$ cat src/rtl/ram_pkg.sv
// rtl/ram_pkg.sv - state type, read-latency limits and parity helper shared by the RAM files
package ram_pkg;

  typedef enum logic {
    ST_CLEAR = 1'b0,
    ST_IDLE  = 1'b1
  } state_e;

  localparam int RD_LAT_MIN = 1;
  localparam int RD_LAT_MAX = 2;

  // Even parity: the returned bit makes the total count of ones even.
  function automatic logic even_parity(input logic [63:0] data);
    return ^data;
  endfunction

endpackage

$ cat src/rtl/ram_sp_array.sv
// rtl/ram_sp_array.sv - bare word storage with one write port and one registered read port
module ram_sp_array #(
  parameter int ADDR_W = 3,
  parameter int WIDTH  = 4,
  parameter int DEPTH  = 8
) (
  input  logic              clk,
  input  logic              rst,
  input  logic              we,
  input  logic [ADDR_W-1:0] waddr,
  input  logic [WIDTH-1:0]  wdata,
  input  logic              re,
  input  logic              rd_zero,
  input  logic [ADDR_W-1:0] raddr,
  output logic [WIDTH-1:0]  rd_data
);

  logic [WIDTH-1:0] mem [DEPTH];
  logic [WIDTH-1:0] rd_d, rd_q;

  always_ff @(posedge clk) begin
    if (we) mem[waddr] <= wdata;
  end

  // Out-of-range reads still complete, but return zero instead of touching storage.
  always_comb begin
    rd_d = rd_q;
    if (re) rd_d = rd_zero ? '0 : mem[raddr];
  end

  always_ff @(posedge clk or posedge rst) begin
    if (rst) rd_q <= '0;
    else     rd_q <= rd_d;
  end

  assign rd_data = rd_q;

endmodule

$ cat src/rtl/ram_sp_param.sv
// rtl/ram_sp_param.sv - self-clearing single-port RAM with 1/2-cycle read pipeline
// Optional parity storage and checking enabled by macro RAM_SP_PARITY_EN.
module ram_sp_param
  import ram_pkg::*;
#(
  parameter int              ADDR_W   = 3,
  parameter int              DATA_W   = 4,
  parameter int              DEPTH    = 8,
  parameter int              RD_LAT   = 1,
  parameter logic [DATA_W-1:0] INIT_VAL = '0
) (
  input  logic              clk,
  input  logic              rst,
  input  logic              sel,
  input  logic              wr,
  input  logic [ADDR_W-1:0] addr,
  input  logic [DATA_W-1:0] wdata,
  input  logic              clr,
  output logic              ready,
  output logic [DATA_W-1:0] rdata,
  output logic              rvalid,
  output logic              perr
);

`ifdef RAM_SP_PARITY_EN
  localparam int SW = DATA_W + 1;
`else
  localparam int SW = DATA_W;
`endif
  localparam int RD_LAT_EFF = (RD_LAT >= RD_LAT_MAX) ? RD_LAT_MAX : RD_LAT_MIN;

  state_e            state_d, state_q;
  logic [ADDR_W-1:0] clr_cnt_d, clr_cnt_q;
  logic              v1_q;
  logic              clearing, in_range, acc, last_word;
  logic              arr_we, arr_re;
  logic [ADDR_W-1:0] arr_waddr;
  logic [DATA_W-1:0] wsrc;
  logic [SW-1:0]     arr_wdata, rd_data;
  logic              perr_now;

  assign clearing  = (state_q == ST_CLEAR);
  assign ready     = (state_q == ST_IDLE);
  assign in_range  = (32'(addr) < DEPTH);
  assign last_word = (clr_cnt_q == ADDR_W'(DEPTH - 1));
  // A clear request wins over a request presented in the same cycle.
  assign acc       = ready & sel & ~clr;

  always_comb begin
    state_d   = state_q;
    clr_cnt_d = clr_cnt_q;
    case (state_q)
      ST_CLEAR: begin
        clr_cnt_d = clr_cnt_q + ADDR_W'(1);
        if (last_word) begin
          state_d   = ST_IDLE;
          clr_cnt_d = '0;
        end
      end
      default: begin
        if (clr) begin
          state_d   = ST_CLEAR;
          clr_cnt_d = '0;
        end
      end
    endcase
  end

  always_ff @(posedge clk or posedge rst) begin
    if (rst) begin
      state_q   <= ST_CLEAR;
      clr_cnt_q <= '0;
      v1_q      <= 1'b0;
    end else begin
      state_q   <= state_d;
      clr_cnt_q <= clr_cnt_d;
      v1_q      <= arr_re;
    end
  end

  assign arr_we    = clearing | (acc & wr & in_range);
  assign arr_waddr = clearing ? clr_cnt_q : addr;
  assign arr_re    = acc & ~wr;
  assign wsrc      = clearing ? INIT_VAL : wdata;

`ifdef RAM_SP_PARITY_EN
  assign arr_wdata = {even_parity(64'(wsrc)), wsrc};
  assign perr_now  = v1_q & (even_parity(64'(rd_data[DATA_W-1:0])) != rd_data[DATA_W]);
`else
  assign arr_wdata = wsrc;
  assign perr_now  = 1'b0;
`endif

  ram_sp_array #(
    .ADDR_W (ADDR_W),
    .WIDTH  (SW),
    .DEPTH  (DEPTH)
  ) u_array (
    .clk     (clk),
    .rst     (rst),
    .we      (arr_we),
    .waddr   (arr_waddr),
    .wdata   (arr_wdata),
    .re      (arr_re),
    .rd_zero (~in_range),
    .raddr   (addr),
    .rd_data (rd_data)
  );

  if (RD_LAT_EFF == RD_LAT_MIN) begin : g_lat1
    assign rdata  = rd_data[DATA_W-1:0];
    assign rvalid = v1_q;
    assign perr   = perr_now;
  end else begin : g_lat2
    logic [DATA_W-1:0] rdata_d, rdata_q;
    logic              rvalid_q, perr_q;

    always_comb begin
      rdata_d = rdata_q;
      if (v1_q) rdata_d = rd_data[DATA_W-1:0];
    end

    always_ff @(posedge clk or posedge rst) begin
      if (rst) begin
        rdata_q  <= '0;
        rvalid_q <= 1'b0;
        perr_q   <= 1'b0;
      end else begin
        rdata_q  <= rdata_d;
        rvalid_q <= v1_q;
        perr_q   <= perr_now;
      end
    end

    assign rdata  = rdata_q;
    assign rvalid = rvalid_q;
    assign perr   = perr_q;
  end

endmodule

$ cat config.mk
export PLATFORM = sky130hd
export DESIGN_NAME = ram_sp_param
export DESIGN_NICKNAME = d
export VERILOG_FILES = /design/src/rtl/ram_pkg.sv /design/src/rtl/ram_sp_array.sv /design/src/rtl/ram_sp_param.sv
export SDC_FILE = /design/constraint.sdc
export NUM_CORES = 1
export LEC_CHECK = 0
export ABC_AREA = 1
export ABC_CLOCK_PERIOD_IN_PS = 1800
export CAP_MARGIN = 20
export CELL_PAD_IN_SITES_DETAIL_PLACEMENT = 0
export CELL_PAD_IN_SITES_GLOBAL_PLACEMENT = 1
export CORE_MARGIN = 2
export CORE_UTILIZATION = 45
export CTS_BUF_LIST = sky130_fd_sc_hd__clkbuf_2
export CTS_CLUSTER_DIAMETER = 50
export DETAILED_ROUTE_END_ITERATION = 10
export HOLD_SLACK_MARGIN = 0.08
export PLACE_DENSITY = 0.84
export SLEW_MARGIN = 0
export SYNTH_ARGS = -nofsm -noshare
export SYNTH_HDL_FRONTEND = slang
export SYNTH_HIERARCHICAL = 1
export SYNTH_SLANG_ARGS = --single-unit
$ cat constraint.sdc
create_clock -name clk -period 1.8 [get_ports clk]
set_clock_uncertainty 0.2 [all_clocks]
set_input_delay 0.45 -clock clk [delete_from_list [all_inputs] [get_ports clk]]
set_output_delay 0.45 -clock clk [all_outputs]
set_load 0.05 [all_outputs]
==> qor.txt, run 1 <==
Via total after detailed routing -> 1321
Crit path kind -> reg2out
Most common cell in the netlist -> sky130_fd_sc_hd__nand2_1
Period utilisation layout -> 103%
Top area cells in the synthesized netlist -> sky130_fd_sc_hd__edfxtp_1 (50%), sky130_fd_sc_hd__nand2_1 (13%), sky130_fd_sc_hd__dfrtp_1 (12%), sky130_fd_sc_hd__inv_1 (7.9%), sky130_fd_sc_hd__nand3_1 (6.6%)
Startpoint type of the worst setup path -> flop
Net count of the finished layout -> 254
Highest net fanout along the worst path -> 6
Clock tree root driver cell -> sky130_fd_sc_hd__clkbuf_2
Number of top-level pins -> 19
Chip Width -> 69.1 um
RSZ-0062 raised after global routing -> true
Ranking of synthesized cells by instance count -> sky130_fd_sc_hd__nand2_1 (68), sky130_fd_sc_hd__inv_1 (40), sky130_fd_sc_hd__edfxtp_1 (32)
Ratio of cells with drive above 1 in the final layout -> 17.0%
Post-synthesis sequential area ratio -> 62.1%
Sum of buffers and inverters on the critical path -> 2
Quantity of I/O buffers inserted on ports -> 17
Final WS setup -> -51.5 ps
Minimum setup slack after placement -> -325 ps
Required arrival time at the worst endpoint -> 1150 ps
Most used cell along the critical path -> sky130_fd_sc_hd__buf_12
Clock Latency Late Sink -> 400 ps
Status -> finished with violations
Number of buffers on the longest clock path -> 2
Number of flops mapped to enable cells by yosys -> 32
Failing checks -> negative setup slack
Die Y-Extent -> 69.1 um
Die footprint -> 4780 um2
Leakage power figure -> 1.13 nW
Max stage delay on crit path -> 510 ps
Vias in the first global route -> 1276
Layout Area Growth over Synthesis -> 24.3%
Worst Hold Slack -> 368 ps
Yosys warns -> 6
Antenna viol nets, final -> 0
Shortest clock period the worst path allows after layout -> 1850 ps
Portion of synthesized cell area occupied by the leading cell type -> 50.3%
Aggregate negative setup slack -> -51.5 ps
Worst endpoint data arrival time -> 1200 ps
Drt first pass iters -> 4
Remaining routing DRC violations -> 0
Cell type with the highest aggregate area in the netlist -> sky130_fd_sc_hd__edfxtp_1
Worst path slowest cell -> sky130_fd_sc_hd__dfrtp_2
Routed vias/inst -> 4.54
Pin count of the biggest net entering global routing -> 18
CTS buffer count -> 5
CTS H-tree lvls -> 2
Total overflow reported by the global router -> 0
Post-synthesis sequential element count -> 41
Average cell area after synthesis -> 9.36 um2
GP Congestion -> 0.812
Post-synthesis cell type count -> 17
Starting DRC count in detailed routing -> 77
Number of hold violations in the final report -> 0
Clock sinks -> 41
Fillers -> 373
Crit-path leading delay family -> flip-flops
Wire length of the first global-routing pass -> 5.96 mm
Worst-path clk slew -> 210 ps
Async set-or-reset flop fraction in the synthesized netlist -> 22.0%
Area of the mapped netlist -> 1910 um2
Hold/Removal Path Class -> reg2reg
Avg WL per Cell -> 12.2 um
Rows -> 23
Estimated wirelength of the detail-placed design -> 2.64 mm
Power per cell area -> 1560 nW/um2
Top flip-flop cell by instance count after synthesis -> sky130_fd_sc_hd__edfxtp_1
Nature of the critical path endpoint -> primary output
Max-cap check violation count -> 0
Final count of pins violating max slew -> 0
Std-Cell Core Area -> 4030 um2
Detailed-route wire length -> 3.55 mm
Count of mapped cells out of synthesis -> 204
Total inserted antenna cells -> 0
Clock tree from TritonCTS -> built
Final-report setup violation count -> 1
Total global routing track utilization -> 16.1%
Starting Density -> 47.4%
Fmax -> 0.540 GHz
Maximum vdd drop -> 0.000793 V
Antenna violations before repair -> 0
Series of cell instances along the critical path -> buf_12, buf_12
## worst register-to-register path, stage by stage, from the launching register on
cell and delay [ps]:
sky130_fd_sc_hd__dfrtp_2 510, sky130_fd_sc_hd__buf_12 150, sky130_fd_sc_hd__nand2_1 60, sky130_fd_sc_hd__nand2_1 60
sky130_fd_sc_hd__inv_1 60, sky130_fd_sc_hd__nand2_1 130, sky130_fd_sc_hd__nor2_2 240
## sequential cells by signal, indices dropped and copies added, names as in the netlist
name / flops
u_array/mem: 32
u_array/rd_data: 4
clr_cnt_q: 3
ready: 1
rvalid: 1
## per-layer routing
metal  wire (um)  track usage (%)
met5           0                0
met4          54             5.23
met3         163             4.09
met2        1610             24.8
met1        1720             22.5
## layout make-up
| cell class | count | area (um2) | share of cell area (%) |
|---|---|---|---|
| clock buffer | 5 | 25.0 | 1.05 |
| timing repair buffer | 34 | 373 | 15.7 |
| inverter | 41 | 159 | 6.69 |
| clock inverter | 3 | 46.3 | 1.95 |
| tap | 50 | 62.6 | 2.64 |
| multi-input combinational | 117 | 520 | 21.9 |
| sequential | 41 | 1190 | 50.0 |
## cell families (layout without fill, tap and decap cells)
kind of cell / Yosys count / in the layout / synth area share [%]
AND/OR/NAND/NOR: 109 / 109 / 23.8
buffers and inverters: 47 / 83 / 11.5
flip-flops: 41 / 41 / 62.1
AO/OA/AOI/OAI: 4 / 4 / 1.05
adder cells (fa/ha/maj): 2 / 2 / 1.31
other: 1 / 2 / 0.196
## stage by stage
step	utilization (%)	area (um2)	instances	power (mW)
floorplan	-	1910	205	2.49
global placement	56.2	2260	280	3.10
global route	58.9	2370	291	3.99
finish	58.9	2370	291	3.71
CTS	58.4	2350	290	3.68
detailed placement	56.2	2260	280	3.13
## timing repair
action	4_1_cts	5_1_grt
resized for setup	0	7
hold buffers	1	0
endpoints found under the setup margin	13	36
setup buffers	1	1
hold endpoints to repair	9	0
## placed cells by master, fill, tap and decap left out
cell | Yosys | routed
sky130_fd_sc_hd__nor3_1 | 1 | 1
sky130_fd_sc_hd__dlygate4sd3_1 | 0 | 1
sky130_fd_sc_hd__clkbuf_2 | 0 | 5
sky130_fd_sc_hd__o21ai_0 | 4 | 2
sky130_fd_sc_hd__nand3_1 | 25 | 25
sky130_fd_sc_hd__inv_1 | 40 | 40
sky130_fd_sc_hd__clkinvlp_4 | 0 | 1
sky130_fd_sc_hd__nand2_1 | 68 | 68
sky130_fd_sc_hd__clkdlybuf4s50_1 | 0 | 11
sky130_fd_sc_hd__bufinv_16 | 0 | 1
sky130_fd_sc_hd__conb_1 | 1 | 2
sky130_fd_sc_hd__ha_1 | 2 | 2
sky130_fd_sc_hd__clkinv_4 | 0 | 1
sky130_fd_sc_hd__o21ai_2 | 0 | 1
sky130_fd_sc_hd__nor2_2 | 0 | 4
sky130_fd_sc_hd__nand4_1 | 1 | 1
sky130_fd_sc_hd__buf_12 | 0 | 7
sky130_fd_sc_hd__inv_6 | 1 | 1
sky130_fd_sc_hd__dfrtp_2 | 0 | 1
sky130_fd_sc_hd__nor2_1 | 10 | 6
sky130_fd_sc_hd__edfxtp_1 | 32 | 32
sky130_fd_sc_hd__dfrtp_1 | 9 | 8
sky130_fd_sc_hd__o21ai_1 | 0 | 1
sky130_fd_sc_hd__nand2_2 | 4 | 4
sky130_fd_sc_hd__buf_4 | 1 | 15
## power by group
group          switching [mW]  total (mW)  internal, mW
clock network           0.308       0.545         0.237
registers               0.145        1.64          1.49
logic                   0.901        1.52         0.621
## worst paths after layout
| check | start | endpoint | slack (ps) | cells past startpoint |
|---|---|---|---|---|
| min in group asynchronous | rst | u_array/rd_data[2] | 590 | 3 |
| worst min-delay path | u_array/rd_data[3] | u_array/rd_data[3] | 370 | 2 |
| max in group asynchronous | rst | ready | 630 | 3 |
| worst max-delay path | ready | ready | -50 | 2 |
| worst min register to register | u_array/rd_data[3] | u_array/rd_data[3] | 370 | 2 |
| worst max register to register | ready | u_array/mem[2][0] | 90 | 6 |
No activity file was read; power rests on OpenSTA's default activity.
==> run 2: changes to the inputs <==
CORE_ASPECT_RATIO = 0.9   (was unset)
HOLD_SLACK_MARGIN = unset   (was 0.08)
==> run 2 against run 1 <==
The flow now finishes without violations. Setup slack gained 80 ps. Global-route usage grew 0.77 points. Fmax grew 4.5%. Sequential power is essentially flat. Sequential share of layout area grew 0.48 points. Die area is essentially flat. Routed wire length shrank 1.4%. Non-clock buffer count grew 2. Design area shrank 0.95%. Critical path type unchanged. Highest routed layer unchanged.
==> qor.txt, run 2 (same netlist as run 1, synthesis figures left out) <==
Status -> complete, no violations (was finished with violations)
Routed vias/inst -> 4.36 (was 4.54)
Avg WL per Cell -> 12.0 um (was 12.2 um)
Minimum setup slack after placement -> -277 ps (was -325 ps)
Final-report setup violation count -> 0 (was 1)
Startpoint type of the worst setup path -> flop (unchanged)
Rows -> 22 (was 23)
Std-Cell Core Area -> 4070 um2 (was 4030 um2)
Leakage power figure -> 1.13 nW (about the same)
Worst Hold Slack -> 54.0 ps (was 368 ps)
Number of hold violations in the final report -> 0 (unchanged)
PnR Total Power -> 3.51 mW (was 3.71 mW)
Highest net fanout along the worst path -> 4 (was 6)
Required arrival time at the worst endpoint -> 1150 ps (about the same)
Commonest non-fill, non-tap cell in the layout -> sky130_fd_sc_hd__nand2_1 (unchanged)
Critical register-to-register path startpoint -> ready (unchanged)
Number of top-level pins -> 19 (unchanged)
Max-cap check violation count -> 0 (unchanged)
Total overflow reported by the global router -> 0 (unchanged)
Antenna violations before repair -> 0 (unchanged)
Maximum vdd drop -> 0.000826 V (was 0.000793 V)
Chip Width -> 72.7 um (was 69.1 um)
RSZ-0062 raised after global routing -> true (unchanged)
Worst path slowest cell -> sky130_fd_sc_hd__dfrtp_2 (unchanged)
Register bank with the most flops -> u_array/mem (unchanged)
Layout Area Growth over Synthesis -> 23.1% (was 24.3%)
Worst-path clk slew -> 200 ps (was 210 ps)
Worst R2R Setup Slack -> 100 ps (was 90 ps)
CTS buffer count -> 5 (unchanged)
Period utilisation layout -> 98.4% (was 103%)
Vias in the first global route -> 1251 (was 1276)
Hold/Removal Path Class -> in2async (was reg2reg)
Max stage delay on crit path -> 480 ps (was 510 ps)
Number of buffers on the longest clock path -> 2 (unchanged)
Clock tree root driver cell -> sky130_fd_sc_hd__clkbuf_2 (unchanged)
Die footprint -> 4780 um2 (about the same)
Die Y-Extent -> 65.8 um (was 69.1 um)
Clock sinks -> 41 (unchanged)
Via total after detailed routing -> 1268 (was 1321)
Total global routing track utilization -> 16.9% (was 16.1%)
Total inserted antenna cells -> 0 (unchanged)
Final WS setup -> 28.7 ps (was -51.5 ps)
Clock Latency Late Sink -> 380 ps (was 400 ps)
Fmax -> 0.565 GHz (was 0.540 GHz)
Detailed-route wire length -> 3.50 mm (was 3.55 mm)
Shortest clock period the worst path allows after layout -> 1770 ps (was 1850 ps)
Starting DRC count in detailed routing -> 93 (was 77)
Antenna viol nets, final -> 0 (unchanged)
Reg2reg path depth -> 6 (unchanged)
Quantity of I/O buffers inserted on ports -> 17 (unchanged)
Sum of buffers and inverters on the critical path -> 2 (unchanged)
Worst R2R End -> u_array/mem[5][2] (was u_array/mem[2][0])
Number of flip-flops in the largest register -> 32 (unchanged)
Nature of the critical path endpoint -> primary output (unchanged)
Clock tree from TritonCTS -> built (unchanged)
Series of cell instances along the critical path -> buf_6, buf_12 (was buf_12, buf_12)
Net count of the finished layout -> 256 (was 254)
Crit-path leading delay family -> flip-flops (unchanged)
Final Instance Count excl. Fillers -> 291 (unchanged)
Starting Density -> 46.9% (was 47.4%)
Remaining routing DRC violations -> 0 (unchanged)
Crit path kind -> reg2out (unchanged)
Worst endpoint data arrival time -> 1120 ps (was 1200 ps)
Final count of pins violating max slew -> 0 (unchanged)
Total placed cells including tap cells -> 279 (was 280)
Ratio of cells with drive above 1 in the final layout -> 16.5% (was 17.0%)
Estimated wirelength of the detail-placed design -> 2.63 mm (was 2.64 mm)
Power per cell area -> 1490 nW/um2 (was 1560 nW/um2)
Commonest cells after routing, fill and taps aside -> sky130_fd_sc_hd__nand2_1 (68), sky130_fd_sc_hd__inv_1 (40), sky130_fd_sc_hd__edfxtp_1 (32), sky130_fd_sc_hd__nand3_1 (25), sky130_fd_sc_hd__buf_4 (17) (was sky130_fd_sc_hd__nand2_1 (68), sky130_fd_sc_hd__inv_1 (40), sky130_fd_sc_hd__edfxtp_1 (32), sky130_fd_sc_hd__nand3_1 (25), sky130_fd_sc_hd__buf_4 (15))
CTS H-tree lvls -> 2 (unchanged)
Number of buffers added to fix hold violations after cts -> 0 (was 1)
Wire length of the first global-routing pass -> 5.94 mm (was 5.96 mm)
Pin count of the biggest net entering global routing -> 17 (was 18)
Drt first pass iters -> 4 (unchanged)
GP Congestion -> 0.781 (was 0.812)
[run 2: cell types whose count changed in the layout (fill, tap and decap cells not counted), sizes merged]
cell         delta
buf             +3
bufinv          -1
clkinv          +2
clkinvlp        -1
dlygate4sd3     -1
[run 2: worst max path at each step]
stage | from | endpoint | slack [ps] | cells past startpoint
after global routing | ready | ready | -20 | 2
final | ready | ready | 30 | 2
after detailed placement | sel | u_array/rd_data[2] | -280 | 7
after CTS | ready | u_array/mem[5][1] | 3 | 5
after floorplan | ready | u_array/mem[2][0] | 30 | 6
after global placement | addr[0] | u_array/mem[1][1] | -240 | 6
[run 2: final cells by class]
cell class / count / area, um2
fill: 363 / 1720
sequential: 41 / 1190
multi-input combinational: 117 / 518
timing repair buffer: 36 / 389
inverter: 41 / 159
tap: 48 / 60.1
clock buffer: 5 / 25.0
clock inverter: 3 / 12.5
[run 2: what timing repair did]
item | 4_1_cts | 5_1_grt
setup buffers | 3 | 1
resized for setup | 2 | 4
endpoints found under the setup margin | 1 | 31
endpoints found under the hold margin | 0 | 0
[run 2: per-layer routing]
layer	vias to the layer above	part of all wire (%)	GRT usage [%]
met5	-	0	0
met1	539	49	22.8
li1	708	-	-
met2	17	47	27.3
met4	0	0.80	4.86
met3	4	3.0	3.81
[run 2: report_power, final]
| part | total [mW] | switching, mW | leakage (nW) | internal (mW) |
|---|---|---|---|---|
| Combinational | 1.53 | 0.899 | 0.690 | 0.636 |
| Sequential | 1.62 | 0.126 | 0.416 | 1.49 |
| Clock | 0.353 | 0.268 | 0.0278 | 0.0853 |
| Total | 3.51 | 1.29 | 1.13 | 2.21 |
[run 2: stage by stage]
step	area, um2	util [%]	TNS [ps]
6_report	2350	57.7	0
5_1_grt	2350	57.7	-22.9
4_1_cts	2330	57.2	0
3_5_place_dp	2270	55.7	-8950
3_3_place_gp	2270	55.7	-7790
2_1_floorplan	1910	-	0
